[src/rtl/btn_pkg.sv]
// Shared types and defaults for the button event arbiter and its repeat timers.
// Default repeat timing assumes a 50 MHz core clock.
package btn_pkg;

  typedef enum logic [1:0] {
    IDLE  = 2'd0,
    DELAY = 2'd1,
    RPT   = 2'd2
  } rpt_state_t;

  localparam int          DEF_CNT_W      = 24;
  localparam logic [23:0] DEF_REPEAT_DLY = 24'd5000000;  // 100 ms
  localparam logic [23:0] DEF_REPEAT_PER = 24'd1000000;  // 20 ms

  function automatic int idx_w(input int n);
    return $clog2(n);
  endfunction

endpackage

[src/rtl/btn_repeat_timer.sv]
// Per-button auto-repeat timer: first tick REPEAT_DLY cycles after a press, then every REPEAT_PER.
// Tick is combinational from state; release cancels without a tick, a fresh press restarts the delay.
module btn_repeat_timer
  import btn_pkg::*;
#(
  parameter int              CNT_W      = DEF_CNT_W,
  parameter logic [CNT_W-1:0] REPEAT_DLY = CNT_W'(DEF_REPEAT_DLY),
  parameter logic [CNT_W-1:0] REPEAT_PER = CNT_W'(DEF_REPEAT_PER),
  parameter bit              REPEAT_EN  = 1'b1
) (
  input  logic clk,
  input  logic rst_n,
  input  logic i_press,
  input  logic i_held,
  output logic o_tick
);

  localparam logic [CNT_W-1:0] DLY_LD = REPEAT_DLY - CNT_W'(1);
  localparam logic [CNT_W-1:0] PER_LD = REPEAT_PER - CNT_W'(1);

  rpt_state_t       r_state;
  rpt_state_t       w_state_nxt;
  logic [CNT_W-1:0] r_cnt;
  logic [CNT_W-1:0] w_cnt_nxt;

  always_ff @(posedge clk or negedge rst_n) begin
    if (!rst_n) begin
      r_state <= IDLE;
      r_cnt   <= '0;
    end else begin
      r_state <= w_state_nxt;
      r_cnt   <= w_cnt_nxt;
    end
  end

  always_comb begin
    w_state_nxt = r_state;
    w_cnt_nxt   = r_cnt;
    o_tick      = 1'b0;
    if (!REPEAT_EN) begin
      w_state_nxt = IDLE;
      w_cnt_nxt   = '0;
    end else begin
      case (r_state)
        IDLE: begin
          if (i_press) begin
            w_state_nxt = DELAY;
            w_cnt_nxt   = DLY_LD;
          end
        end
        DELAY, RPT: begin
          // A press outranks both release and tick: the arbiter will carry the press instead.
          if (i_press) begin
            w_state_nxt = DELAY;
            w_cnt_nxt   = DLY_LD;
          end else if (!i_held) begin
            w_state_nxt = IDLE;
            w_cnt_nxt   = '0;
          end else if (r_cnt == '0) begin
            o_tick      = 1'b1;
            w_state_nxt = RPT;
            w_cnt_nxt   = PER_LD;
          end else begin
            w_cnt_nxt   = r_cnt - CNT_W'(1);
          end
        end
        default: begin
          w_state_nxt = IDLE;
          w_cnt_nxt   = '0;
        end
      endcase
    end
  end

endmodule

[src/rtl/button_event_arbiter.sv]
// Merges press pulses and auto-repeat ticks from N_BTN buttons into one valid/ready event stream.
// Round-robin pick into an output register; one event per cycle; events arriving on an occupied slot are dropped and flagged.
module button_event_arbiter
  import btn_pkg::*;
#(
  parameter int               N_BTN      = 4,
  parameter int               CNT_W      = DEF_CNT_W,
  parameter logic [CNT_W-1:0] REPEAT_DLY = CNT_W'(DEF_REPEAT_DLY),
  parameter logic [CNT_W-1:0] REPEAT_PER = CNT_W'(DEF_REPEAT_PER),
  parameter bit               REPEAT_EN  = 1'b1
) (
  input  logic                      clk,
  input  logic                      rst_n,
  input  logic [N_BTN-1:0]          press_pulse,
  input  logic [N_BTN-1:0]          held,
  output logic                      evt_valid,
  input  logic                      evt_ready,
  output logic [idx_w(N_BTN)-1:0]   evt_id,
  output logic                      evt_repeat,
  output logic [N_BTN-1:0]          overrun,
  input  logic                      overrun_clr
);

  localparam int            IW = idx_w(N_BTN);
  localparam logic [IW:0]   NB = (IW+1)'(N_BTN);

  logic [N_BTN-1:0]   w_tick;
  logic [N_BTN-1:0]   w_new;
  logic [N_BTN-1:0]   w_grant;
  logic [N_BTN-1:0]   w_ovr_set;
  logic [2*N_BTN-1:0] w_dbl;
  logic [IW:0]        w_off;
  logic [IW:0]        w_sum;
  logic [IW:0]        w_win1;
  logic [IW-1:0]      w_win;
  logic [IW-1:0]      w_ptr_nxt;
  logic               w_any;
  logic               w_load;

  logic [N_BTN-1:0]   r_pending;
  logic [N_BTN-1:0]   r_pend_rep;
  logic [N_BTN-1:0]   r_overrun;
  logic [IW-1:0]      r_ptr;
  logic               r_evt_valid;
  logic [IW-1:0]      r_evt_id;
  logic               r_evt_rep;

  for (genvar g = 0; g < N_BTN; g++) begin : g_tmr
    btn_repeat_timer #(
      .CNT_W      (CNT_W),
      .REPEAT_DLY (REPEAT_DLY),
      .REPEAT_PER (REPEAT_PER),
      .REPEAT_EN  (REPEAT_EN)
    ) u_tmr (
      .clk     (clk),
      .rst_n   (rst_n),
      .i_press (press_pulse[g]),
      .i_held  (held[g]),
      .o_tick  (w_tick[g])
    );
  end

  // Rotate pending so that bit 0 is the pointer position, then find the first set bit.
  always_comb begin
    w_dbl = {r_pending, r_pending} >> r_ptr;
    w_off = '0;
    for (int k = N_BTN - 1; k >= 0; k--) begin
      if (w_dbl[k]) w_off = (IW+1)'(k);
    end
    w_any     = |r_pending;
    w_sum     = {1'b0, r_ptr} + w_off;
    w_win     = (w_sum >= NB) ? IW'(w_sum - NB) : IW'(w_sum);
    w_win1    = {1'b0, w_win} + (IW+1)'(1);
    w_ptr_nxt = (w_win1 >= NB) ? '0 : IW'(w_win1);
  end

  assign w_load    = !r_evt_valid || evt_ready;
  assign w_grant   = (w_load && w_any) ? (N_BTN'(1) << w_win) : '0;
  assign w_new     = press_pulse | w_tick;
  assign w_ovr_set = w_new & r_pending & ~w_grant;

  always_ff @(posedge clk or negedge rst_n) begin
    if (!rst_n) begin
      r_pending  <= '0;
      r_pend_rep <= '0;
      r_overrun  <= '0;
    end else begin
      r_pending  <= (r_pending & ~w_grant) | w_new;
      r_pend_rep <= (r_pend_rep & ~w_new) | (w_tick & ~press_pulse);
      r_overrun  <= (overrun_clr ? '0 : r_overrun) | w_ovr_set;
    end
  end

  always_ff @(posedge clk or negedge rst_n) begin
    if (!rst_n) begin
      r_evt_valid <= 1'b0;
      r_evt_id    <= '0;
      r_evt_rep   <= 1'b0;
      r_ptr       <= '0;
    end else if (w_load) begin
      r_evt_valid <= w_any;
      if (w_any) begin
        r_evt_id  <= w_win;
        r_evt_rep <= r_pend_rep[w_win];
        r_ptr     <= w_ptr_nxt;
      end
    end
  end

  assign evt_valid  = r_evt_valid;
  assign evt_id     = r_evt_id;
  assign evt_repeat = r_evt_rep;
  assign overrun    = r_overrun;

endmodule

[config.mk]
export PLATFORM = sky130hd
export DESIGN_NAME = button_event_arbiter
export DESIGN_NICKNAME = d
export VERILOG_FILES = /design/src/rtl/btn_pkg.sv /design/src/rtl/btn_repeat_timer.sv /design/src/rtl/button_event_arbiter.sv
export SDC_FILE = /design/constraint.sdc
export NUM_CORES = 1
export LEC_CHECK = 0
export BUFFER_PORTS_ARGS = -buffer_cell sky130_fd_sc_hd__buf_2
export CAP_MARGIN = 10
export CORE_ASPECT_RATIO = 1.1
export CORE_UTILIZATION = 33
export DETAILED_ROUTE_END_ITERATION = 6
export PLACE_DENSITY = 0.55
export SYNTH_ARGS = -nofsm -noshare
export SYNTH_HDL_FRONTEND = slang
export SYNTH_HIERARCHICAL = 1
export SYNTH_SLANG_ARGS = --single-unit
[constraint.sdc]
create_clock -name clk -period 2.29 [get_ports clk]
set_input_delay 0.458 -clock clk [delete_from_list [all_inputs] [get_ports clk]]
set_output_delay 0.458 -clock clk [all_outputs]
set_load 0.01 [all_outputs]
Word-level counts from Yosys, hierarchy flattened
Index checks and enable logic that the tools add are counted.
{"block": "word_totals", "reg_bits": 122, "ramBits": 0, "out_inout_bits": 8, "inputBits": 12, "romBits": 0, "mem_count": 0, "latch_bits": 0, "elab_cells": 142}
{"block": "classes", "n_reduce_logical": 21, "n_shift": 2, "mul": 0, "magnitude_cmp": 3, "eq_ne": 16, "div_mod_pow": 0, "bitwise": 12, "add_sub_neg": 7, "n_mux": 66}
{"cell": "$mux 24", "count": 16}
{"cell": "$pmux 24 s2", "count": 4}
{"cell": "$logic_not 24->1", "count": 4}
{"cell": "$sub 24x1->24 const B", "count": 4}
{"cell": "$mux 2", "count": 21}
{"cell": "$and 4x4->4", "count": 5}
{"cell": "$mux 1", "count": 17}
{"cell": "$ne 4x3->1 const B", "count": 4}
{"cell": "$or 4x4->4", "count": 4}
{"cell": "$pmux 2 s2", "count": 4}
{"cell": "$not 4->4", "count": 3}
{"cell": "$reduce_and 2->1", "count": 5}
{"cell": "$eq 2x1->1 const B", "count": 4}
{"cell": "$eq 2x2->1 const B", "count": 4}
{"cell": "$logic_not 2->1", "count": 4}
{"cell": "$mux 4", "count": 2}
{"cell": "$ne 2x2->1 const B", "count": 4}
{"cell": "$reduce_or 2->1", "count": 4}
{"cell": "$shr 8x2->4", "count": 1}
{"cell": "$ge 3x3->1 const B", "count": 2}
{"cell": "$reduce_or 4->1", "count": 1}
{"cell": "$shl 1x2->4 const A", "count": 1}
{"cell": "$add 2x1->3 const B", "count": 1}
{"cell": "$add 2x3->3", "count": 1}
{"cell": "7 further kinds", "count": 7}

Logic depth before layout (Yosys ltp)
{"block": "logic_depth", "depth_word": 13, "depth_mapped": 15, "depth_no_buf": 15}

By module
Netlist, hierarchy kept.
{"mod": "btn_repeat_timer (g_tmr[0].u_tmr ...)", "seq_area_each_um2": 650.6, "area_each_um2": 1600.3, "n_inst": 3, "cells_each": 181}
{"mod": "btn_repeat_timer (g_tmr[3].u_tmr)", "seq_area_each_um2": 650.6, "area_each_um2": 1655.3, "n_inst": 1, "cells_each": 185}
{"mod": "button_event_arbiter", "seq_area_each_um2": 450.4, "area_each_um2": 945.9, "n_inst": 1, "cells_each": 97}

Least setup slack after synthesis
OpenSTA, ideal clock, no wires.
{"block": "synth_path", "path_type": "register -> register", "from": "reg r_pending[3]", "to": "reg r_ptr[1]", "t_arrival_ns": 2.394, "path_slack_ns": -0.250, "setup_time_ns": 0.145, "path_stages_with_launch": 15, "required_ns": 2.145, "n_path_buf": 0, "period_less_slack_ns": 2.540, "cell_sequence": "dfrtp_1 and2b_2 a21oi_1 nor2_1 a21oi_1 a21oi_1 ha_1 xnor2_1 and2_2 a22oi_1 and2_4 inv_1 ha_1 nand2_1 o21ai_0"}
{"block": "synth_via", "elab_chain_cells": 11, "elab_cells_between_ends": 14, "cone_classes": "add/sub (3); order compare (2); shift (1); mux (6); reduce/logical (2)"}
{"element": "from (decl)", "line": "button_event_arbiter.sv:40", "rtl": "logic [N_BTN-1:0] r_pending;"}
{"element": "from (signal assigned)", "line": "button_event_arbiter.sv:88", "rtl": "r_pending <= (r_pending & ~w_grant) | w_new;"}
{"element": "$shr 8x2->4 *", "line": "button_event_arbiter.sv:65", "rtl": "w_dbl = {r_pending, r_pending} >> r_ptr;"}
{"element": "$mux 2 (3 in a row)", "line": "button_event_arbiter.sv:68", "rtl": "if (w_dbl[k]) w_off = (IW+1)'(k);"}
{"element": "$mux 3 *", "line": "button_event_arbiter.sv:68"}
{"element": "$add 2x3->3 *", "line": "button_event_arbiter.sv:71", "rtl": "w_sum = {1'b0, r_ptr} + w_off;"}
{"element": "$ge 3x3->1 or $sub 2x1->2 (tied branches)", "line": "button_event_arbiter.sv:72", "rtl": "w_win = (w_sum >= NB) ? IW'(w_sum - NB) : IW'(w_sum);"}
{"element": "$mux 2 *", "line": "button_event_arbiter.sv:72"}
{"element": "$add 2x1->3 *", "line": "button_event_arbiter.sv:73", "rtl": "w_win1 = {1'b0, w_win} + (IW+1)'(1);"}
{"element": "$ge 3x3->1", "line": "button_event_arbiter.sv:74", "rtl": "w_ptr_nxt = (w_win1 >= NB) ? '0 : IW'(w_win1);"}
{"element": "$mux 2 *", "line": "button_event_arbiter.sv:74"}
{"element": "named net w_ptr_nxt[1]", "line": "button_event_arbiter.sv:36", "rtl": "logic [IW-1:0] w_ptr_nxt;"}
{"element": "to (signal assigned)", "line": "button_event_arbiter.sv:105", "rtl": "r_ptr <= w_ptr_nxt;"}
{"element": "to (decl)", "line": "button_event_arbiter.sv:43", "rtl": "logic [IW-1:0] r_ptr;"}
The timed path passes the listed nets; every way through them passes the cells marked *.
A chain may end at the register's enable or synchronous reset.

Worst setup path in the final report
{"block": "layout_path", "from": "reg r_pending[3]", "to": "reg r_pending[0]"}
{"block": "layout_via", "elab_chain_cells": 13, "elab_cells_between_ends": 16, "cone_classes": "add/sub (2); order compare (1); shift (2); mux (6); bitwise (3); reduce/logical (2)"}
{"element": "$shr 8x2->4", "line": "button_event_arbiter.sv:65"}
{"element": "$mux 2 (3 in a row)", "line": "button_event_arbiter.sv:68"}
{"element": "$mux 3", "line": "button_event_arbiter.sv:68"}
{"element": "$add 2x3->3", "line": "button_event_arbiter.sv:71"}
{"element": "$ge 3x3->1 or $sub 2x1->2 (tied branches)", "line": "button_event_arbiter.sv:72"}
{"element": "$mux 2", "line": "button_event_arbiter.sv:72"}
{"element": "$shl 1x2->4", "line": "button_event_arbiter.sv:78", "rtl": "assign w_grant = (w_load && w_any) ? (N_BTN'(1) << w_win) : '0;"}
{"element": "$mux 4 *", "line": "button_event_arbiter.sv:78"}
{"element": "$not 4->4 *", "line": "button_event_arbiter.sv:88"}
{"element": "$and 4x4->4 *", "line": "button_event_arbiter.sv:88"}
{"element": "$or 4x4->4 *", "line": "button_event_arbiter.sv:88"}
Every way passes the cells marked *; elsewhere a longest branch is shown, timed or not.

==> results by group <==
Layout
  – Share of post-route cells with drive strength above 1: 27.70%
  – Count of non-filler cells in the finished layout: roughly 1300
  – Register area: just over 3000 sq um
  – Nets: 1005
  – FILL cells: 2156
  – Area delta synth->final: 30.24%
  – Multi-input logic area: 4293 sq um
  – Antenna Diode Count: 0
  – Final core utilization: approximately 44%
  – Commonest non-fill, non-tap cells in the layout: 132 x buf_4, 122 x dfrtp_1, 83 x o21ai_0
  – Finished layout cell area: 9641 sq um
  – Most common cell after layout, fill and taps aside: buf_4

Route
  – Pre-Repair DR Iteration Count: 6
  – Vias: 7071
  – Drt first-iter violations: 475
  – Drc violations: 0
  – Vias/cell: 5.507
  – Routed Antenna Nets: 0
  – Average wire per standard cell: 16.25 um
  – Final wirelength: 20.87 mm

Logic synthesis
  – Post-synth top area cell: dfrtp_1
  – Synth warnings: 6
  – Main synth FF type: dfrtp_1
  – Yosys top cell area share: between 40% and 50%
  – Cell variety after synth: a little under 80
  – Mapped Area: 7402 sq um
  – Register area share after synthesis: 41.24%
  – Yosys reg bits: 122
  – Synth area leaders: dfrtp_1 41%, o21ai_0 6.2%, nor2_1 4.1%, a21oi_1 3.2%, nand2_1 3.0%
  – Share of flip-flops with an asynchronous set or reset: 100.0%
  – Post-Syn Nets: 853
  – Number of synthesized flops with an enable pin: 0
  – Mean post-synth cell area: between 8 and 9 sq um
  – Cell count after synthesis: a little over 800

Floorplanning
  – Core ar.: 22040 sq um
  – Initial core utilization: about a third
  – Io pins: 20
  – Die W: 144.8 um
  – Die area: 23030 sq um
  – Cell row count: 57
  – DIE HEIGHT: 159.1 um

Timing
  – RSZ-0062 raised after global routing: true
  – Period Utilization, post-route: 102.7%
  – Fin. Hold Viols: 0
  – Setup TNS: -326.0 ps
  – Fin Clk Skew: about 12 ps
  – Period minus WS final: between 2000 and 2500 ps
  – Slew of the pin with the lowest slew margin: 679.9 ps
  – Final setup vio count: 9
  – Slew margin rel.: 54.67%
  – Max-slew violations: 0
  – PnR worst setup slack: -61.62 ps
  – Highest clock rate: 425.2 MHz

Worst setup path
  – CP endpoint: r_pending[0]$_DFF_PN0_
  – Worst reg-to-reg setup slack: -60 ps
  – WP data required: 2600 ps
  – Max FO, Critical Path: 4
  – Crit path arrival time: 2660 ps
  – R2R Path Start: r_pending[3]$_DFF_PN0_
  – RR Endpoint: r_pending[0]$_DFF_PN0_
  – Crit path launch type: flip-flop
  – Beginning of the critical path: r_pending[3]$_DFF_PN0_
  – Setup CP Type: flip-flop to flip-flop
  – R2R cell count: 12
  – Crit. End Element: flip-flop

Global routing
  – First-pass GRT wire length: approximately 35 mm
  – Largest net degree at the start of global routing: 48
  – Antenna violations before repair: 0
  – Gr usage total: 19.20%
  – Vias in the first global route: around 6900
  – Total grt overflow: 0

Power and ir drop
  – Sw Pwr: 3.100 mW
  – P_leak: 4.183 nW
  – Sequential power share: 31.8%
  – Power share of the combinational group: 35.9%
  – Pwr dens: 955.9 nW/um^2
  – Clock share of power: between 30% and 40%
  – Worst VDD drop: 0.6301 mV
  – Sw Share: 33.64%
  – Internal Power: about 6.1 mW

Flow run
  – Max Cap Viol: 0

Placement
  – Placed Cells: 1242
  – Placement Cell Area: between 8000 and 9000 sq um
  – Port Buffers: 19
  – Post-place setup slack: -126.7 ps
  – DP HPWL: 15.00 mm
  – Final GP Congestion: 0.8870

Min path
  – Min-delay worst type: input pin to flip-flop

Clock network
  – CTS clk-pin slew, worst paths: 60 ps
  – Buffer levels on the longest clock path: 2
  – CTS root buffer: clkbuf_16
  – CTS tree: yes
  – Max H-tree Level: 4
  – Clock Latency Late Sink: 430 ps
  – Clock sink count: 122
  – Total CTS buffers: 17

Status
  – Failing checks: setup timing
  – Status: complete, but fails checks
==> metrics by stage <==
step                      total power [mW]  hold slack [ps]
after global routing                 9.810            271.8
after floorplan                      4.737            162.4
after detailed placement             5.956            433.4
final                                9.215            278.2
after global placement               5.945            430.7
after CTS                            9.109            268.0
==> registers in the layout, summed over array words and instances, names as in the netlist <==
signal,count
r_pend_rep,4
evt_id,2
overrun,4
r_ptr,2
g_tmr.u_tmr/r_state,8
evt_valid,1
r_pending,4
evt_repeat,1
g_tmr.u_tmr/r_cnt,96
==> synth_stat cells (all sizes together), types with 14 or more instances <==
master,count
a211o,14
or4,19
or3,28
o2bb2ai,14
o31ai,16
o21ai,93
nand2,60
a21o,14
a21oi,48
nor4,26
ha,16
nor2,81
dfrtp,122
nand3,20
inv,35
nor3,37
==> cell families (layout without fill, tap and decap cells) <==
family                   count (synthesis)  count (layout)  share of synthesized area [%]
flip-flops                             122             122                          41.24
XOR/XNOR                                 1               1                         0.1183
AO/OA/AOI/OAI                          279             279                          25.41
AND/OR/NAND/NOR                        346             346                          26.18
buffers and inverters                   57             221                          3.617
adder cells (fa/ha/maj)                 16              16                          2.705
multiplexers                             4               4                         0.7268
==> final cells by class <==
type	count	area share [%]
well taps	295	3.829
inverters	35	1.389
flip-flops and latches	122	31.67
repair buffers	155	11.88
clock buffers	24	5.308
clock inverters	7	1.402
multi-input cells	646	44.53
==> worst max-delay path: stages (launching register included) <==
cell	delay, ps
dfrtp_1	380
and2b_2	250
a21oi_2	120
nor2_2	50
a21oi_2	120
a21oi_2	80
ha_2	210
xnor2_2	150
and2_4	140
a22oi_2	130
buf_4	140
nand4b_1	120
a211o_1	330
==> layer usage <==
layer	vias up	track usage, %	wire [um]
li1	3474	-	-
met1	3415	26.05	9924
met2	157	29.81	9760
met3	25	4.602	919
met4	0	6.268	266
met5	-	0	0
==> power groups by stage <==
stage,clock [mW],sequential (mW),combinational (mW)
after detailed placement,0,2.95,3.01
final,2.97,2.93,3.31
after global placement,0,2.94,3.00
after CTS,3.03,2.92,3.16
after global routing,3.12,3.00,3.69
after floorplan,0,2.92,1.82
==> timing repair <==
action / in CTS / in global routing
hold buffers: 1 / 0
buffers inserted: 2 / 8
resized for setup: 11 / 46
pin swaps: 10 / 21
endpoints found under the setup margin: 18 / 61
endpoints found under the hold margin: 24 / 0
==> worst min-delay path by stage <==
stage                         from                             endpoint  slack [ps]  cells after the start
floorplan                    rst_n                evt_id[0]$_DFFE_PN0P_         160                      0
global placement             rst_n  g_tmr[0].u_tmr/r_cnt[4]$_DFFE_PN0P_         430                      1
detailed placement           rst_n  g_tmr[0].u_tmr/r_cnt[4]$_DFFE_PN0P_         430                      1
CTS                 press_pulse[2]              r_pend_rep[2]$_DFF_PN0_         270                      2
global route        press_pulse[1]              r_pend_rep[1]$_DFF_PN0_         270                      2
finish              press_pulse[2]              r_pend_rep[2]$_DFF_PN0_         280                      2
No activity file was read; power rests on OpenSTA's default activity.
